===== config.mk =====
export PLATFORM = sky130hd
export DESIGN_NAME = booths_divider
export DESIGN_NICKNAME = d
export VERILOG_FILES = /design/src/rtl/booths_pkg.sv /design/src/rtl/div_step.sv /design/src/rtl/booths_divider.sv
export SDC_FILE = /design/constraint.sdc
export NUM_CORES = 1
export LEC_CHECK = 0
export CAP_MARGIN = 20
export CORE_MARGIN = 5
export CORE_UTILIZATION = 42
export CTS_BUF_LIST = sky130_fd_sc_hd__clkbuf_8
export CTS_CLUSTER_DIAMETER = 200
export CTS_CLUSTER_SIZE = 24
export DETAILED_ROUTE_END_ITERATION = 10
export DONT_BUFFER_PORTS = 1
export PLACE_DENSITY = 0.64
export SKIP_CTS_REPAIR_TIMING = 1
export SYNTH_ARGS = -nofsm -noshare
export SYNTH_HDL_FRONTEND = slang
export SYNTH_SLANG_ARGS = --single-unit

===== constraint.sdc =====
create_clock -name clk -period 6.7 [get_ports clk]
set_input_delay 0.335 -clock clk [delete_from_list [all_inputs] [get_ports clk]]
set_output_delay 0.335 -clock clk [all_outputs]
set_load 0.1 [all_outputs]

===== src/rtl/booths_pkg.sv =====
// rtl/booths_pkg.sv - shared widths and FSM state type for the Booth multiplier/divider pair
package booths_pkg;

    localparam int W    = 8;
    localparam int DW   = 2 * W;
    localparam int ITER = 2 * W;
    localparam int CW   = $clog2(ITER);

    typedef enum logic [1:0] {
        IDLE = 2'd0,
        BUSY = 2'd1,
        FIX  = 2'd2,
        DONE = 2'd3
    } state_t;

endpackage


===== src/rtl/div_step.sv =====
// rtl/div_step.sv - one combinational restoring-division iteration on operand magnitudes
module div_step
    import booths_pkg::*;
(
    input  logic [W:0]    rem,
    input  logic [DW-1:0] quo,
    input  logic [W-1:0]  b_mag,
    output logic [W:0]    rem_next,
    output logic [DW-1:0] quo_next
);

    logic [W+1:0] rem_sh;
    logic [W+1:0] b_ext;
    logic         borrow;

    always_comb begin
        rem_sh = {rem, quo[DW-1]};
        b_ext  = {2'b00, b_mag};
        borrow = (rem_sh < b_ext);
        // A failed trial leaves the shifted remainder untouched (the "restore").
        rem_next = borrow ? rem_sh[W:0] : (W+1)'(rem_sh - b_ext);
        quo_next = {quo[DW-2:0], ~borrow};
    end

endmodule


===== src/rtl/booths_divider.sv =====
// rtl/booths_divider.sv - sequential signed 16/8 divider with start/done level handshake
module booths_divider
    import booths_pkg::*;
(
    input  logic            clk,
    input  logic            reset,
    input  logic [DW-1:0]   A,
    input  logic [W-1:0]    B,
    input  logic            start,
    output logic            done,
    output logic [W-1:0]    Q,
    output logic [W-1:0]    R,
    output logic            ovf,
    output logic            dz
);

    localparam logic signed [DW:0] QMAX = (DW+1)'(127);
    localparam logic signed [DW:0] QMIN = -(DW+1)'(128);

    state_t          state_q, state_d;
    logic [CW-1:0]   count_q, count_d;
    logic [DW-1:0]   quo_q, quo_d;
    logic [W:0]      rem_q, rem_d;
    logic [W-1:0]    b_mag_q, b_mag_d;
    logic            a_neg_q, a_neg_d;
    logic            b_neg_q, b_neg_d;
    logic            zero_q, zero_d;
    logic            done_q, done_d;
    logic [W-1:0]    q_q, q_d;
    logic [W-1:0]    r_q, r_d;
    logic            ovf_q, ovf_d;
    logic            dz_q, dz_d;

    logic [W:0]        rem_next;
    logic [DW-1:0]     quo_next;
    logic [DW-1:0]     a_mag;
    logic [W-1:0]      b_mag;
    logic signed [DW:0] q_full;

    div_step u_step (
        .rem      (rem_q),
        .quo      (quo_q),
        .b_mag    (b_mag_q),
        .rem_next (rem_next),
        .quo_next (quo_next)
    );

    always_comb begin
        // 16-bit unsigned magnitude keeps |-32768| = 32768 exact.
        a_mag  = A[DW-1] ? (~A + 1'b1) : A;
        b_mag  = B[W-1]  ? (~B + 1'b1) : B;
        q_full = (a_neg_q ^ b_neg_q) ? -$signed({1'b0, quo_q}) : $signed({1'b0, quo_q});
    end

    always_comb begin
        state_d = state_q;
        count_d = count_q;
        quo_d   = quo_q;
        rem_d   = rem_q;
        b_mag_d = b_mag_q;
        a_neg_d = a_neg_q;
        b_neg_d = b_neg_q;
        zero_d  = zero_q;
        done_d  = done_q;
        q_d     = q_q;
        r_d     = r_q;
        ovf_d   = ovf_q;
        dz_d    = dz_q;

        case (state_q)
            IDLE: begin
                if (start) begin
                    a_neg_d = A[DW-1];
                    b_neg_d = B[W-1];
                    quo_d   = a_mag;
                    rem_d   = '0;
                    b_mag_d = b_mag;
                    zero_d  = (B == '0);
                    count_d = '0;
                    state_d = BUSY;
                end
            end
            BUSY: begin
                quo_d   = quo_next;
                rem_d   = rem_next;
                count_d = count_q + 1'b1;
                if (count_q == CW'(ITER - 1)) begin
                    state_d = FIX;
                end
            end
            FIX: begin
                if (zero_q) begin
                    q_d   = '0;
                    r_d   = '0;
                    ovf_d = 1'b0;
                    dz_d  = 1'b1;
                end else begin
                    q_d   = q_full[W-1:0];
                    r_d   = W'(a_neg_q ? -rem_q : rem_q);
                    ovf_d = (q_full > QMAX) || (q_full < QMIN);
                    dz_d  = 1'b0;
                end
                done_d  = 1'b1;
                state_d = DONE;
            end
            DONE: begin
                if (!start) begin
                    done_d  = 1'b0;
                    state_d = IDLE;
                end
            end
            default: state_d = IDLE;
        endcase
    end

    always_ff @(posedge clk) begin
        if (reset) begin
            state_q <= IDLE;
            count_q <= '0;
            quo_q   <= '0;
            rem_q   <= '0;
            b_mag_q <= '0;
            a_neg_q <= 1'b0;
            b_neg_q <= 1'b0;
            zero_q  <= 1'b0;
            done_q  <= 1'b0;
            q_q     <= '0;
            r_q     <= '0;
            ovf_q   <= 1'b0;
            dz_q    <= 1'b0;
        end else begin
            state_q <= state_d;
            count_q <= count_d;
            quo_q   <= quo_d;
            rem_q   <= rem_d;
            b_mag_q <= b_mag_d;
            a_neg_q <= a_neg_d;
            b_neg_q <= b_neg_d;
            zero_q  <= zero_d;
            done_q  <= done_d;
            q_q     <= q_d;
            r_q     <= r_d;
            ovf_q   <= ovf_d;
            dz_q    <= dz_d;
        end
    end

    assign done = done_q;
    assign Q    = q_q;
    assign R    = r_q;
    assign ovf  = ovf_q;
    assign dz   = dz_q;

endmodule


Word level (Yosys, flattened, before mapping)
Index checks and enable logic that the tools add are counted.
- add/sub/neg operators: 6
- $lt $le $gt $ge: 3
- eq/ne operators: 7
- multiplexer cells: 21
- bitwise logic cells: 4
- reduce and logical (&&, ||, !) cells: 9
- operators with widths (operator ; count):
    two-way mux 16 bit ; 2
    two-way mux 8 bit ; 4
    one-hot mux 16 bit (2 select lines) ; 1
    two-way mux 9 bit ; 2
    one-hot mux 9 bit (2 select lines) ; 1
    greater-than comparator 17 x 8 -> 1 bit, second input constant ; 1
    < comparator 17 x 8 -> 1 bit, second input constant ; 1
    two-way mux 17 bit ; 1
    negator 16 -> 17 bit ; 1
    adder 16 x 1 -> 16 bit, second input constant ; 1
    NOT 16 bit ; 1
    < comparator 10 x 8 -> 1 bit ; 1
    subtractor 9 x 8 -> 9 bit ; 1
    adder 8 x 1 -> 8 bit, second input constant ; 1
    logical NOT 8 bit ; 1
    negator 8 bit ; 1
    NOT 8 bit ; 1
    one-hot mux 2 bit (4 select lines) ; 1
    one-hot mux 4 bit (2 select lines) ; 1
    two-way mux 2 bit ; 3
    != test 2 bit, second input constant ; 3
    AND reduction 2 bit ; 3
    adder 4 x 1 -> 4 bit, second input constant ; 1
    equality test 2 bit, second input constant ; 2
    11 further kinds ; 14
- register bits: 61

Depth between registers and ports, before layout
- word-level depth: 5
- mapped depth: 10
- gate-level depth less buffers: 10

Modules after synthesis
Synthesis repeated with hierarchy kept, for this count alone.
- cell total of the unflattened synthesis: 511
- area, all modules: 4098.9 um^2
- modules (own cells, without submodules) (module ; instances ; cells each ; area an instance (um^2)):
    booths_divider ; 1 ; 431 ; 3435.8
    div_step ; 1 ; 80 ; 663.1

Least setup slack after synthesis
No wires, ideal clock.
- path type: reg2reg
- from: register quo_q[15]
- to: register rem_q[0]
- arrival time: 2.358 ns
- required time: 6.631 ns
- setup slack: 4.273 ns
- stages on the path, launching flop included: 11
- buffers on the path: 0
- period minus slack after synthesis: 2.427 ns
- cell sequence: dfxtp_1 -> inv_1 -> ha_1 -> inv_1 -> fa_1 -> a21oi_1 -> nand4b_1 -> nand3_1 -> a211oi_4 -> mux2_1 -> o21ai_1
- longest elaborated chain between the ends: 3
- elaborated cells between the ends (all ways): 4
- ends and longest elaborated chain (what ; line ; text):
    start: declaration ; booths_divider.sv:22 ; logic [DW-1:0] quo_q, quo_d;
    start signal: assignment ; booths_divider.sv:134 ; quo_q <= quo_d;
    subtractor 9 x 8 -> 9 bit / < comparator 10 x 8 -> 1 bit (equally long branches) ; div_step.sv:21, div_step.sv:19 ;
    two-way mux 9 bit (*) ; div_step.sv:21 ; rem_next = borrow ? rem_sh[W:0] : (W+1)'(rem_sh - b_ext);
    one-hot mux 9 bit (2 select lines) (*) ; booths_divider.sv:70 ; case (state_q)
    end signal: assignment ; booths_divider.sv:135 ; rem_q <= rem_d;
    end: declaration ; booths_divider.sv:23 ; logic [W:0] rem_q, rem_d;
Every way passes the cells marked *; elsewhere a longest branch is shown, timed or not.
A chain may end at the register's enable or synchronous reset.

Worst setup path after layout
- from: register state_q[1]
- to: register rem_q[3]
- longest elaborated chain between the ends: 3
- elaborated cells between the ends (all ways): 6
- ends and longest elaborated chain (what ; line ; text):
    start: declaration ; booths_divider.sv:20 ; state_t state_q, state_d;
    start signal: assignment ; booths_divider.sv:132 ; state_q <= state_d;
    equality test 2 x 1 -> 1 bit / logical NOT 2 bit (equally long branches) ; booths_divider.sv:70 ;
    nonzero test 2 bit (no line) / != test 2 bit (equally long branches) ; - ;
    AND reduction 2 bit (no line) ; - ;
Several ways; a longest one is shown, not always the timed one.

==> qor.csv <==
metric;value;unit
worstHoldPathType;input pin to register;
antenna_found_initial;0;
clk_pin_slew;0.07;ns
start_util;43.4;%
p_switching;1.00;mW
root_buffer;clkbuf_8;
first_pass_iters;5;
use_met3;4.42;%
finalSetupViolations;0;
port_buffers;0;
path_buf_inv;2;
slowest_delay;0.72;ns
layout_commonest_cell;dfxtp_1;
finalSetupTns;0;ns
h-tree-depth;3;
period_needed;2.83;ns
met2_usage;25.9;%
pwr-share-clk;15.1;%
dp_cells;611;
async_flop_share;0;%
cap_violations;0;
critical_path_class;register to register;
synth_compound_area_share;21.6;%
finalCritPeriodShare;42.2;%
ios;46;
status;complete, no violations;
grt_pass1_wl;15700;um
startpoint_type;register;
p_leak;1.61;nW
mostFrequentLayoutCells;61 x dfxtp_1, 57 x nand2_1, 47 x nor2_1;
ys_ff_latch;61;
cp_cell_sequence;inv_1 -> ha_1 -> inv_1 -> o21ai_2 -> nor2_1 -> nand2_1 -> o21ai_1;
numCtsBuffers;9;
yosysWarnings;0;
fin_hold_ws;0.0646;ns
synth_area_per_cell;7.85;um2
endpoint_kind;register;
grt_overflow;0;
utilization;45.8;%
p_seq_share;33.0;%
drive_above_1_share;7.01;%
core_area;0.00933;mm2
ys_seq_area_share;30.2;%
intPower;1.08;mW
max_slew.worst_pin.slew;0.986;ns
seq_area;0.00122;mm2
die_width;108;um
routabilityCongestion;0.787;
grt_util_all_layers;16.6;%
vias;3545;
finalHoldViolCount;0;
p_sw_share;48.0;%
diodes;0;
rsz0062_at_grt;no;
grt_pass1_vias;3319;
synth_area;0.00404;mm2
yosys.area_share.simple;25.0;%
crit_family;compound AO/OA/AOI/OAI gates;
final_nets;539;
clockBufferDepth;2;
synth_ff_type;dfxtp_1;
gr-max-usage-layer;met2;
slew_headroom;34.2;%
drc;0;
post_drt_wl_per_cell;15.1;um
irDropWorstVdd;287;uV
post_synth_mux_area_share;3.00;%
drt_iter0_markers;238;
syn_inst;515;
multi_input_area;0.00259;mm2
cts_tree;yes;
grt_max_degree;57;
fillers;945;
drt_wl_total;9450;um
die-area;0.0117;mm2
dp_hpwl;6920;um
fp.dieH;108;um
avgViaCountPerCell;5.64;
stdcell_count;628;
finalClockSkew;0.00763;ns
row_count;35;
worstPathArrival;3.05;ns
use_met1;22.4;%
clock.fmax;354;MHz
syn2layout_area_growth;5.66;%
postRouteAntennaNets;0;
synthXorXnorAreaFrac;8.66;%
crit_slowest_cell;o21ai_2;
power_density;488;mW/mm2
drv_slew;0;
syn_nets;560;
pwr-share-comb;51.9;%
cts_num_sinks;61;
cp_common_cell;inv_1;
clock_latency;0.34;ns
synth_edf_count;0;
worst_ep_required_time;6.93;ns
critPathMaxFanout;21;
synth.distinct_cells;60;
synth_top_family_by_area;simple AND/OR/NAND/NOR gates;
synthAdderAreaFrac;5.75;%
[kinds of logic (layout without fill, tap and decap cells)]
logic type,count (synthesis),count (layout)
simple gates,196,196
flops,61,61
mux,12,12
buf+inv,58,42
xor+xnor,40,40
fa+ha+maj,18,18
compound gates,130,130
[synthesized netlist by cell type, types with 12 or more instances]
library cell  instances  area, um2
dfxtp_1              61       1220
xnor2_1              24        210
o21ai_0              13       65.1
nor2_1               47        176
ha_1                 17        213
nand3_1              12       60.1
inv_1                23       86.3
nand2_1              57        214
nor2b_1              22        138
clkbuf_1             27        101
a21oi_1              41        205
xor2_1               16        140
[worst paths after layout]
| path | end | start | depth (start not counted) | slack [ns] |
|---|---|---|---|---|
| worst max-delay path | rem_q[3] | state_q[1] | 7 | 3.87 |
| worst max register to register | rem_q[3] | state_q[1] | 7 | 3.87 |
| worst min-delay path | quo_q[11] | reset | 1 | 0.06 |
| worst min register to register | b_mag_q[0] | b_mag_q[0] | 2 | 0.48 |
[layer usage]
| metal | vias to the layer above | part of all wire, % |
|---|---|---|
| met5 | - | 0 |
| met1 | 1650 | 47 |
| met2 | 104 | 46 |
| li1 | 1779 | - |
| met3 | 12 | 6.0 |
| met4 | 0 | 1.2 |
[power by group through the flow]
| stage | Combinational, mW | Sequential, mW | Clock, mW |
|---|---|---|---|
| global route | 1.21 | 0.705 | 0.342 |
| floorplan | 0.960 | 0.610 | 0 |
| finish | 1.08 | 0.688 | 0.315 |
| CTS | 1.07 | 0.685 | 0.322 |
| detailed placement | 1.07 | 0.693 | 0 |
| global placement | 1.05 | 0.688 | 0 |
[cell type report]
class	count	area share, %
inverters	23	2.02
clock buffers	9	2.90
clock inverters	7	1.55
well taps	129	3.78
multi-input cells	396	60.6
repair buffers	3	0.527
flip-flops and latches	61	28.6
[per-stage QoR]
stage | power, mW | worst slack (ns) | area (um2)
6_report | 2.08 | 3.87 | 4270
3_5_place_dp | 1.76 | 3.95 | 4080
5_1_grt | 2.26 | 3.56 | 4270
3_3_place_gp | 1.74 | 4.01 | 4080
4_1_cts | 2.08 | 3.90 | 4270
2_1_floorplan | 1.57 | 4.27 | 4040
[sequential cells by signal (all words and copies together), names as in the netlist, 2 cells and up]
register  cells
quo_q        16
rem_q         9
Q             8
R             8
b_mag_q       8
count_q       4
state_q       2
(Power assumes the default switching activity.)
